==> config.mk <==
export PLATFORM = sky130hd
export DESIGN_NAME = led_panel_sink
export DESIGN_NICKNAME = d
export VERILOG_FILES = /design/src/rtl/led_panel_sink.sv
export SDC_FILE = /design/constraint.sdc
export NUM_CORES = 1
export LEC_CHECK = 0
export BUFFER_PORTS_ARGS = -buffer_cell sky130_fd_sc_hd__buf_2
export CAP_MARGIN = 20
export CORE_MARGIN = 2
export CORE_UTILIZATION = 55
export CTS_BUF_LIST = sky130_fd_sc_hd__clkbuf_4 sky130_fd_sc_hd__clkbuf_8
export DETAILED_ROUTE_END_ITERATION = 7
export PLACE_DENSITY = 0.83
export SLEW_MARGIN = 20
export SYNTH_ARGS = -nofsm -noshare
export SYNTH_HDL_FRONTEND = slang
export SYNTH_SLANG_ARGS = --single-unit
==> constraint.sdc <==
create_clock -name clk -period 1.55 [get_ports clk]
set_clock_uncertainty 0.05 [all_clocks]
set_input_delay 0.0775 -clock clk [delete_from_list [all_inputs] [get_ports clk]]
set_output_delay 0.0775 -clock clk [all_outputs]
set_load 0.05 [all_outputs]
==> src/rtl/led_panel_sink.sv <==
// Panel-side receiver for the single-chain LED interface: rebuilds the latched line,
// tracks the row address and flags protocol errors seen on the wire.
module led_panel_sink #(
   parameter int COLS    = 64,
   parameter int ROWBITS = 6
) (
   input  logic               clk,
   input  logic               reset,
   input  logic               red_in,
   input  logic               green_in,
   input  logic               blue_in,
   input  logic               sclk_in,
   input  logic               latch_in,
   input  logic               blank_in,
   input  logic               aclk_in,
   input  logic               arst_in,
   input  logic [6:0]         pix_addr_in,
   output logic [2:0]         pix_rgb_out,
   output logic [ROWBITS-1:0] row_out,
   output logic [ROWBITS-1:0] line_row_out,
   output logic [7:0]         cols_out,
   output logic               line_valid_out,
   output logic               frame_out,
   output logic               lit_out,
   output logic               err_overflow_out,
   output logic               err_unblanked_out
);

   // s1 layout: {red, green, blue, sclk, latch, blank, aclk, arst}
   localparam int B_SCLK  = 4;
   localparam int B_LATCH = 3;
   localparam int B_BLANK = 2;
   localparam int B_ACLK  = 1;
   localparam int B_ARST  = 0;

   logic [7:0]         s1_reg;
   logic [3:0]         s2_reg;   // only the strobes need a second stage for edge detection
   logic               sclk_rise;
   logic               latch_fall;
   logic               aclk_rise;
   logic               arst_rise;
   logic [7:0]         cnt_reg;
   logic [7:0]         cnt_next;
   logic [ROWBITS-1:0] row_reg;
   logic               addr_ok;

   always_ff @(posedge clk) begin
      if (reset) begin
         s1_reg <= '0;
         s2_reg <= '0;
      end else begin
         s1_reg <= {red_in, green_in, blue_in, sclk_in, latch_in, blank_in, aclk_in, arst_in};
         s2_reg <= {s1_reg[B_SCLK], s1_reg[B_LATCH], s1_reg[B_ACLK], s1_reg[B_ARST]};
      end
   end

   assign sclk_rise  =  s1_reg[B_SCLK]  & ~s2_reg[3];
   assign latch_fall = ~s1_reg[B_LATCH] &  s2_reg[2];
   assign aclk_rise  =  s1_reg[B_ACLK]  & ~s2_reg[1];
   assign arst_rise  =  s1_reg[B_ARST]  & ~s2_reg[0];

   always_comb begin
      cnt_next = cnt_reg;
      if (sclk_rise && cnt_reg != 8'hFF)
         cnt_next = cnt_reg + 8'd1;
   end

   assign addr_ok = ({1'b0, pix_addr_in} < 8'(COLS));

   // One shift/display register pair per colour; gi=0 is red, 2 is blue.
   genvar gi;
   generate
      for (gi = 0; gi < 3; gi++) begin : g_colour
         logic [COLS-1:0] sr_reg;
         logic [COLS-1:0] sr_next;
         logic [COLS-1:0] disp_reg;
         logic [127:0]    disp_ext;

         always_comb begin
            sr_next = sr_reg;
            if (sclk_rise)
               sr_next = {sr_reg[COLS-2:0], s1_reg[7-gi]};
         end

         // Latch takes sr_next so a shift in the same cycle lands in the line.
         always_ff @(posedge clk) begin
            if (reset) begin
               sr_reg   <= '0;
               disp_reg <= '0;
            end else begin
               sr_reg <= sr_next;
               if (latch_fall)
                  disp_reg <= sr_next;
            end
         end

         assign disp_ext           = 128'(disp_reg);
         assign pix_rgb_out[2-gi]  = addr_ok & disp_ext[pix_addr_in];
      end
   endgenerate

   always_ff @(posedge clk) begin
      if (reset) begin
         cnt_reg           <= '0;
         cols_out          <= '0;
         line_row_out      <= '0;
         line_valid_out    <= 1'b0;
         frame_out         <= 1'b0;
         lit_out           <= 1'b0;
         err_overflow_out  <= 1'b0;
         err_unblanked_out <= 1'b0;
         row_reg           <= '0;
      end else begin
         line_valid_out <= latch_fall;
         frame_out      <= arst_rise;
         lit_out        <= ~s1_reg[B_BLANK];

         if (latch_fall) begin
            cols_out     <= cnt_next;
            cnt_reg      <= '0;
            line_row_out <= row_reg;
            if (!s1_reg[B_BLANK])
               err_unblanked_out <= 1'b1;
         end else begin
            cnt_reg <= cnt_next;
         end

         if (int'(cnt_next) > COLS)
            err_overflow_out <= 1'b1;

         if (s1_reg[B_ARST])
            row_reg <= '0;
         else if (aclk_rise)
            row_reg <= row_reg + ROWBITS'(1);
      end
   end

   assign row_out = row_reg;

endmodule
# [Yosys cells after proc, flatten, opt, wreduce, memory -nomap -nowiden]
# Cells that the tools add are included.
[classes] n_mux=10 n_addsub=2 bitwise_logic=12 magnitude_cmp=3 n_eq_ne=1 reduce_logical=4
[ops] operator="$mux 64" n=3
[ops] operator="$bmux 1 s7" n=3
[ops] operator="$add 8x1->8 const B" n=1
[ops] operator="$gt 8x7->1 const B" n=1
[ops] operator="$lt 7x8->1 const B" n=1
[ops] operator="$mux 8" n=1
[ops] operator="$ne 8x8->1 const B" n=1
[ops] operator="$and 1x1->1" n=7
[ops] operator="$lt 7x7->1 const B" n=1
[ops] operator="$add 6x1->6 const B" n=1
[ops] operator="$not 1->1" n=5
[ops] operator="$reduce_or 2->1" n=2
[ops] operator="$mux 1" n=3
[ops] operator="$reduce_and 2->1" n=1
[ops] operator="$logic_and 1x1->1" n=1
[totals] out_inout_bits=28 wordCells=49 ff_bits=429

# [Longest topological paths before layout]
# Gate-level depths: netlist of run 1.
[logic_depth] word_depth=5 ltp_mapped=8 mapped_depth_nobuf=6

# [Worst setup path before layout of run 1]
# OpenSTA, ideal clock, no wires.
[synth_path] path_type="input to output" from="input port pix_addr_in[0]" to="output port pix_rgb_out[1]" arrival_ns=2.484 slack_ns=-1.062 path_stages=5 t_required_ns=1.422 n_path_buf=3 cell_sequence="buf_4 -> buf_2 -> buf_2 -> a211oi_1 -> o41ai_1"
[synth_via] elab_chain_cells=3 word_cells_on_any_way=4 classes_between="order compare: 1; mux: 2; bitwise: 1"
[synth_rtl] element="start, declared" line="17" source="input logic [6:0] pix_addr_in,"
[synth_rtl] element="$bmux 1 s7" line="98" source="assign pix_rgb_out[2-gi] = addr_ok & disp_ext[pix_addr_in];"
[synth_rtl] element="$mux 1 (implied by the code)" line="98"
[synth_rtl] element="$and 1x1->1 *" line="98"
[synth_rtl] element="end, declared" line="18" source="output logic [2:0] pix_rgb_out,"
# Mark *: on every way between the ends. The rest lies on a longest branch, timed or not. The select of a mux whose other input is x is not followed.

# [Final worst setup path of run 1]
[layout_path] from="register g_colour[1].disp_reg[6]" to="output port pix_rgb_out[1]"
[layout_via] elab_chain_cells=3
[layout_rtl] element="start, declared" line="76" source="logic [COLS-1:0] disp_reg;"
[layout_rtl] element="start signal, assigned" line="93" source="disp_reg <= sr_next;"
[layout_rtl] element="$bmux 1 s7" line="98"
[layout_rtl] element="$mux 1 (implied by the code)" line="98"
[layout_rtl] element="$and 1x1->1" line="98"
# No other way between the ends. The select of a mux whose other input is x is not followed.

==> impl_metrics.toml, run 1 <==
[pwr]
p_seq_share_pct = 48.7
intPower_mw = 17.4
switching_share_pct = 23.3
power.total_mw = 22.7
p_switching_mw = 5.30
power_frac_clock_pct = 44.5
power.leakage_nw = 7.79
comb_power_share_pct = 6.8
cellPowerDensity_nw_per_um2 = 1120
ir_worst_vdd_mv = 1.13

[global_routing]
use_met3_pct = 5.17
busiest_layer = "met2"
grt_pass1_vias = 12318
grt_usage_pct = 26.8
gr-total-overflow = 0
grt_pass1_wl_microns = 62600
gr-usage-met1_pct = 32.1
grt.met2_usage_pct = 45.4
antenna_found_initial = 0
grt_max_degree = 135

[sta]
worst_slack_ps = -930
period_share_pct = 160
setup_viol = 60
relSlewSlack_pct = 47.8
period_needed_ps = 2480
tightest_slew_ps = 779
slew_violations = 0
tns_ps = -5370
holdWs_ps = 202
hold_viol_final = 0
grt_setup_unrepaired = "true"
max_freq_ghz = 0.403

[synth]
syn_inst = 1526
syn_nets = 1545
avgSynthCellArea_sq_um = 10.2
yosys_most_used_dff = "dfxtp_1"
ys_async_sr_fraction_pct = 0
yosysMostFrequentCell = "dfxtp_1"
ys_top_cells_by_area = "dfxtp_1 (55%), mux2i_1 (13%), o21ai_0 (6.5%), mux4_2 (5.9%), nor2_1 (5.2%)"
synth_edf_count = 0
synth_top_area_cell = "dfxtp_1"
synthDistinctLibCells = 46
yosysWarnings = 0
syn_area_sq_um = 15600
ys_seq_elements = 429
synth.top_cell.area_share_pct = 55.0
synth-seq-area-share_pct = 55.0
yosys-top-cells-count = "dfxtp_1 (429), nor2_1 (218), nand2_1 (210), mux2i_1 (209), o21ai_0 (203)"

[route]
post_drt_wl_per_cell_microns = 21.1
num_vias = 12456
drc = 0
antenna_left = 0
dr.pass1.iters = 6
drtIter0Drc = 1199
vias_per_cell = 5.97
drt_wl_total_microns = 44100

[critical_path]
crit_type = "flop to primary output"
worst_setup_path_end_kind = "primary output"
crit_required_ps = 1420
max_stage_delay_ps = 520
worst_ep_arrival_time_ps = 2350
critPathMaxFanout = 2
cp_top_family = "multiplexers"
reg2reg_depth = 7
reg2reg_slack_ps = -220
critPathSlowestCell = "mux4_2"
cp_num_buf_inv = 1
worstSetupStartpointType = "flop"
r2r_start = "cnt_reg[1]$_SDFF_PP0_"
worstReg2RegEnd = "err_overflow_out$_SDFFE_PP0N_"
cp_cell_sequence = "mux4_2, mux2i_2, a22oi_2, nand4_1, o41ai_4, buf_6"

[floorplanning]
ios = 45
start_util_pct = 56.0
die_h_microns = 172
die-area_sq_um = 29700
die_width_microns = 172
core_sq_um = 27900
rows = 61

[run_status]
violations = "setup timing"
outcome = "finished, violations left"

[layout]
areaGrowthSynthToFinish_pct = 29.8
fin_nets = 1680
layout-drive-gt1-share_pct = 27.4

[placed_design]
gp_congestion = 0.803
dp_hpwl_microns = 21300
io_buffers = 44

[clock_tree]
htreeDepth = 3
cts_sinks = 429
clock_latency_ps = 590
cts_buffers = 67
cts.path.max_buffers = 3
clkSlewWorstSetupHoldPaths_ps = 70
cts_root_buf = "clkbuf_8"
cts_tree = "built"

[job]
drv_cap = 0

[min_path]
min_delay_worst_endpoint = "s1_reg[1]$_SDFF_PP0_"
holdPathStages = 3
min-delay-start = "aclk_in"
hold_class = "primary input to flop"
how the worst max path moves through the flow:
stage,startpoint,to,slack (ps),cells past startpoint
after floorplan,g_colour[1].disp_reg[38]$_SDFFE_PP0P_,pix_rgb_out[1],-10,5
after global placement,pix_addr_in[1],pix_rgb_out[1],-490,8
after detailed placement,pix_addr_in[1],pix_rgb_out[1],-480,8
after CTS,g_colour[1].disp_reg[6]$_SDFFE_PP0P_,pix_rgb_out[1],-840,6
after global routing,g_colour[1].disp_reg[38]$_SDFFE_PP0P_,pix_rgb_out[1],-970,6
final,g_colour[1].disp_reg[6]$_SDFFE_PP0P_,pix_rgb_out[1],-930,6
worst reg2reg max path, delay by kind of cell, from the launching register on:
kind	cells	cell delay [ps]
AO/OA/AOI/OAI	3	580
XOR/XNOR	1	200
buffers and inverters	2	280
flip-flops	1	370
AND/OR/NAND/NOR	1	160
power groups by stage:
stage / Sequential [mW] / Combinational [mW] / Clock [mW]
after floorplan: 11.3 / 0.678 / 0
after detailed placement: 11.3 / 1.14 / 0
after CTS: 11.1 / 1.39 / 10.0
after global placement: 11.3 / 1.13 / 0
final: 11.1 / 1.55 / 10.1
after global routing: 11.1 / 1.60 / 10.7
cells by family after synthesis:
| family | Yosys count | share of synthesized area [%] |
|---|---|---|
| simple gates | 485 | 12.6 |
| flops | 429 | 55.0 |
| mux | 258 | 20.6 |
| compound gates | 235 | 8.13 |
| buf+inv | 111 | 3.20 |
| xor+xnor | 6 | 0.337 |
| fa+ha+maj | 2 | 0.160 |
layer usage:
metal	vias up	wire length, microns
li1	5553	-
met1	6034	16300
met2	643	21800
met3	226	3290
met4	0	2700
met5	-	0
metrics by stage:
stage                     setup WS [ps]  std cells  area [sq um]  util (%)
after detailed placement           -477       1929         17000      60.9
after global routing               -973       2087         20200      72.7
after CTS                          -840       2081         19300      69.4
after floorplan                   -13.4       1526         15700         -
after global placement             -488       1929         17000      60.9
final                              -930       2088         20200      72.7
layout make-up:
class	instances	area [sq um]
Multi-Input combinational cell	986	7720
Clock buffer	110	1400
Tap cell	378	473
Antenna cell	1	2.50
Clock inverter	7	37.5
Timing Repair Buffer	174	2000
Fill cell	1637	7610
Inverter	3	11.3
Sequential cell	429	8610
cells in the final DEF, fill, tap and decap left out, types with 3 or more instances in the layout:
cell	Yosys	layout
mux4_1	7	7
o21ai_0	203	135
xnor2_1	3	3
nand4_1	7	7
nor2b_1	22	20
nand3b_1	4	4
dfxtp_2	0	15
mux2i_4	0	70
mux4_2	41	41
clkinv_2	0	6
nor2_1	218	213
a22oi_2	0	4
a211oi_2	0	3
clkbuf_4	0	19
buf_6	4	9
nand2b_1	7	5
a22o_1	6	6
buf_16	0	12
buf_12	0	32
inv_1	3	3
xor2_1	3	3
dlygate4sd3_1	0	16
dfxtp_1	429	413
buf_2	29	40
mux2i_1	209	120
o21ai_2	0	18
o21ai_1	1	51
buf_4	4	61
nand2_1	210	210
clkbuf_8	0	91
mux2i_2	0	19
nor2_2	0	3
clkbuf_16	0	3
nand3_1	6	5
repair_timing:
item	CTS	global route
hold endpoints to repair	77	0
endpoints found under the setup margin	87	236
hold buffers	16	0
pin swaps	14	14
resized for setup	108	204
cloned	10	3
setup buffers	9	7
No activity file was read; power rests on OpenSTA's default activity.
==> run 2, diff against run 1 <==
PLACE_DENSITY = not set   (was 0.83)
PLACE_DENSITY_LB_ADDON = 0.08   (was not set)
==> impl_metrics.toml, run 2 (synthesized netlist as in run 1, its figures left out) <==
[run_status]
outcome = "finished, violations left"
violations = "setup timing"

[critical_path]
r2r_start = "cnt_reg[0]$_SDFF_PP0_"
worstReg2RegEnd = "err_overflow_out$_SDFFE_PP0N_"
crit_required_ps = 1420
critPathSlowestCell = "mux4_2"
endpoint = "pix_rgb_out[1]"
reg2reg_slack_ps = -70
crit_start = "g_colour[1].disp_reg[38]$_SDFFE_PP0P_"
cp_cell_sequence = "mux4_2, a22oi_2, nand2_1, a311oi_2, o41ai_4, buf_6"
worst_setup_path_end_kind = "primary output"
worst_ep_arrival_time_ps = 2180
critPathMaxFanout = 2
cp_top_family = "compound AO/OA/AOI/OAI gates"
worstSetupPathDepth = 6
cp_num_buf_inv = 1
crit_type = "flop to primary output"
worstSetupStartpointType = "flop"
reg2reg_depth = 6
max_stage_delay_ps = 470

[pwr]
power.leakage_nw = 7.85
ir_worst_vdd_mv = 0.991
cellPowerDensity_nw_per_um2 = 1180
power.total_mw = 22.2

[floorplanning]
ios = 45
die_width_microns = 172
die-area_sq_um = 29700
core_sq_um = 27900
rows = 61
start_util_pct = 56.0
die_h_microns = 172

[clock_tree]
cts.path.max_buffers = 3
cts_root_buf = "clkbuf_8"
htreeDepth = 3
cts_sinks = 429
cts_buffers = 69
clock_latency_ps = 580
clkSlewWorstSetupHoldPaths_ps = 60
cts_tree = "built"

[placed_design]
io_buffers = 44
dp_hpwl_microns = 21500
gp_congestion = 0.794

[sta]
period_share_pct = 149
slew_violations = 0
period_needed_ps = 2310
grt_setup_unrepaired = "true"
hold_viol_final = 0
max_freq_ghz = 0.433
tightest_slew_ps = 504
relSlewSlack_pct = 66.4
worst_slack_ps = -758
setup_viol = 6

[layout]
layout-drive-gt1-share_pct = 21.1
areaGrowthSynthToFinish_pct = 20.7
fin_nets = 1666
layout_common_cells = "dfxtp_1 (419), nor2_1 (213), nand2_1 (210)"
layout_commonest_cell = "dfxtp_1"
finish.utilization_pct = 67.6
n_fill_cell = 2199
antenna-diode-count = 0

[min_path]
hold_class = "primary input to flop"

[job]
drv_cap = 0

[route]
drt_wl_total_microns = 33000
drc = 0
num_vias = 11027
antenna_left = 0
drtIter0Drc = 562
dr.pass1.iters = 5
post_drt_wl_per_cell_microns = 15.9
vias_per_cell = 5.31

[global_routing]
grt_max_degree = 64
grt_usage_pct = 22.8
grt_pass1_vias = 10969
gr-total-overflow = 0
antenna_found_initial = 0
grt_pass1_wl_microns = 54200
## run 2: cell count changes in the layout (fill, tap and decap cells not counted), sizes merged
cell         change
buf             -12
bufbuf           -1
clkbuf           +3
clkinv           -3
clkinvlp         +2
diode            -1
dlygate4sd3      -1
inv              +1
## run 2: worst min-delay path, cell delays in order
cell and delay, ps:
dlygate4sd3_1 520, buf_2 90, nor2b_1 100
## run 2: what timing repair did
| action | CTS | global route |
|---|---|---|
| setup buffers | 4 | 4 |
| hold endpoints to repair | 65 | 0 |
| setup endpoints to repair | 9 | 89 |
| hold buffers | 15 | 0 |
| gates resized for setup | 21 | 37 |
| pin swaps | 13 | 9 |
| cloned | 0 | 1 |
## run 2: final cells by class
type / count / area, sq um / area share (%)
clock buffers: 115 / 1410 / 7.47
clock inverters: 7 / 46.3 / 0.246
inverters: 3 / 11.3 / 0.0598
multi-input cells: 986 / 6770 / 35.9
flip-flops and latches: 429 / 8610 / 45.7
well taps: 378 / 473 / 2.51
repair buffers: 158 / 1520 / 8.08
## run 2: how the worst min path moves through the flow
stage	depth (start not counted)	from	to	slack (ps)
finish	3	green_in	s1_reg[6]$_SDFF_PP0_	220
detailed placement	2	blue_in	s1_reg[5]$_SDFF_PP0_	240
global placement	2	blue_in	s1_reg[5]$_SDFF_PP0_	240
global route	3	blue_in	s1_reg[5]$_SDFF_PP0_	210
floorplan	1	arst_in	s1_reg[0]$_SDFF_PP0_	160
CTS	3	green_in	s1_reg[6]$_SDFF_PP0_	180
## run 2: metal layers
layer / vias up / wire length, microns / share of wire [%] / track usage [%]
li1: 5493 / - / - / -
met1: 5323 / 15500 / 47 / 30.0
met2: 152 / 15800 / 48 / 38.3
met3: 59 / 1100 / 3.3 / 3.80
met4: 0 / 678 / 2.1 / 7.49
met5: - / 0 / 0 / 0
## run 2: power breakdown
group | internal, mW | switching (mW) | leakage [nW]
Sequential | 11.1 | 0.0180 | 3.46
Clock | 5.72 | 4.22 | 0.771
Combinational | 0.534 | 0.697 | 3.61
Total | 17.3 | 4.94 | 7.85
## run 2: stage by stage
stage / hold WS, ps / instances / worst slack (ps) / cell area [sq um] / TNS [ps]
final: 218 / 2076 / -758 / 18800 / -2290
after detailed placement: 241 / 1930 / -440 / 16900 / -1680
after CTS: 180 / 2071 / -853 / 18600 / -2450
after floorplan: 156 / 1526 / -13.4 / 15700 / -34.2
after global routing: 208 / 2076 / -837 / 18800 / -2970
after global placement: 241 / 1930 / -393 / 16900 / -1520
==> run 3, diff against run 2 <==
CORE_UTILIZATION = 25   (was 55)
==> impl_metrics.toml, run 3 (synthesized netlist as in run 1, its figures left out) <==
[floorplanning]
die_width_microns = 254
start_util_pct = 25.3
rows = 91
core_sq_um = 61700
die-area_sq_um = 64400
ios = 45
die_h_microns = 254

[route]
vias_per_cell = 4.35
drt_wl_total_microns = 42600
drtIter0Drc = 386
num_vias = 11288
dr.pass1.iters = 4
antenna_left = 0
post_drt_wl_per_cell_microns = 16.4
drc = 0

[critical_path]
critPathMaxFanout = 2
max_stage_delay_ps = 470
crit_required_ps = 1420
cpMostUsedCell = "nand4_1"
worstSetupStartpointType = "flop"
crit_type = "flop to primary output"
critPathSlowestCell = "mux4_2"
cp_cell_sequence = "mux4_2, a22oi_2, nand4_1, nand4_1, o31ai_4, buf_6"
cp_num_buf_inv = 1
worst_ep_arrival_time_ps = 2310
worst_setup_path_end_kind = "primary output"
cp_top_family = "multiplexers"

[placed_design]
dp_hpwl_microns = 25800
placed_cells = 2405
gp_congestion = 0.726
preCtsSetupSlack_ps = -516
io_buffers = 44

[sta]
tightest_slew_ps = 612
period_needed_ps = 2440
setup_viol = 107
grt_setup_unrepaired = "true"
tns_ps = -5080
relSlewSlack_pct = 59.2
period_share_pct = 157
max_freq_ghz = 0.411
hold_viol_final = 0
slew_violations = 0
worst_slack_ps = -886

[clock_tree]
cts_tree = "built"
cts.path.max_buffers = 3
cts_root_buf = "clkbuf_8"
clkSlewWorstSetupHoldPaths_ps = 60
htreeDepth = 3
clock_latency_ps = 650
cts_buffers = 81
cts_sinks = 429

[global_routing]
grt_usage_pct = 12.7
grt_max_degree = 118
grt_pass1_wl_microns = 64000
antenna_found_initial = 1
gr-total-overflow = 0
grt_pass1_vias = 11324

[run_status]
violations = "setup timing"
outcome = "finished, violations left"

[pwr]
cellPowerDensity_nw_per_um2 = 1120
ir_worst_vdd_mv = 0.529
power.leakage_nw = 8.01

[layout]
finish.utilization_pct = 35.5
layout_common_cells = "dfxtp_1 (421), nor2_1 (211), nand2_1 (210)"
n_fill_cell = 6246
layout-drive-gt1-share_pct = 31.9
stdcell_count = 2595
fin_nets = 1719
areaGrowthSynthToFinish_pct = 40.2
layout_commonest_cell = "dfxtp_1"

[min_path]
hold_class = "primary input to flop"

[job]
drv_cap = 0
-- run 3: changes by cell type in the layout (fill, tap and decap cells not counted), sizes merged, moves of 2 or more --
cell | before | now
buf | 142 | 171
clkbuf | 116 | 141
clkinv | 3 | 6
dlygate4sd3 | 15 | 17
clkinvlp | 3 | 1
-- run 3: path summary, 6_finish.rpt --
check,from,end,slack [ps],cells past startpoint
setup / recovery,g_colour[2].disp_reg[30]$_SDFFE_PP0P_,pix_rgb_out[0],-890,6
hold / removal,reset,s2_reg[1]$_SDFF_PP0_,230,3
setup reg to reg,cnt_reg[1]$_SDFF_PP0_,err_overflow_out$_SDFFE_PP0N_,-110,7
hold reg to reg,s2_reg[0]$_SDFF_PP0_,frame_out$_SDFF_PP0_,330,1
-- run 3: layout make-up --
| type | instances | area (sq um) | share of cell area (%) |
|---|---|---|---|
| antenna | 1 | 2.50 | 0.0114 |
| clock buffer | 131 | 1650 | 7.53 |
| clock inverter | 9 | 76.3 | 0.349 |
| inverter | 3 | 11.3 | 0.0515 |
| multi-input combinational | 987 | 8150 | 37.3 |
| sequential | 429 | 8600 | 39.3 |
| tap | 837 | 1050 | 4.79 |
| timing repair buffer | 198 | 2340 | 10.7 |
-- run 3: repair_timing --
action,in CTS,in global routing
gates resized for setup,60,376
endpoints found under the setup margin,161,163
cloned,3,11
endpoints found under the hold margin,225,0
setup buffers,7,13
hold buffers,17,0
pin swaps,13,10
-- run 3: power breakdown --
group / total (mW) / switching, mW / leakage (nW) / internal [mW]
Combinational: 1.70 / 0.902 / 3.63 / 0.799
Sequential: 11.1 / 0.0216 / 3.46 / 11.1
Clock: 11.6 / 4.78 / 0.919 / 6.84
-- run 3: metrics by stage --
step                      area, sq um  total power, mW  hold WS [ps]
final                           21900             24.4           226
after global routing            21900             25.5           211
after CTS                       20000             24.6           141
after detailed placement        17700             12.6           244
after global placement          17700             12.6           236
after floorplan                 15700             12.0           156
-- run 3: worst reg2reg max path, stage by stage (launching register included) --
cell and delay, ps:
dfxtp_4 370, buf_6 90, nand4b_1 170, buf_4 210, a211oi_4 190, xnor2_2 160, o2111ai_2 140, o2bb2ai_1 160
-- run 3: layer usage --
metal  vias up  global-route usage [%]  routed length, microns
met2       124                    20.6                   19900
met4         0                    5.24                    1000
met5         -                       0                       0
li1       5641                       -                       -
met3        75                    2.60                    1290
met1      5448                    16.6                   20400
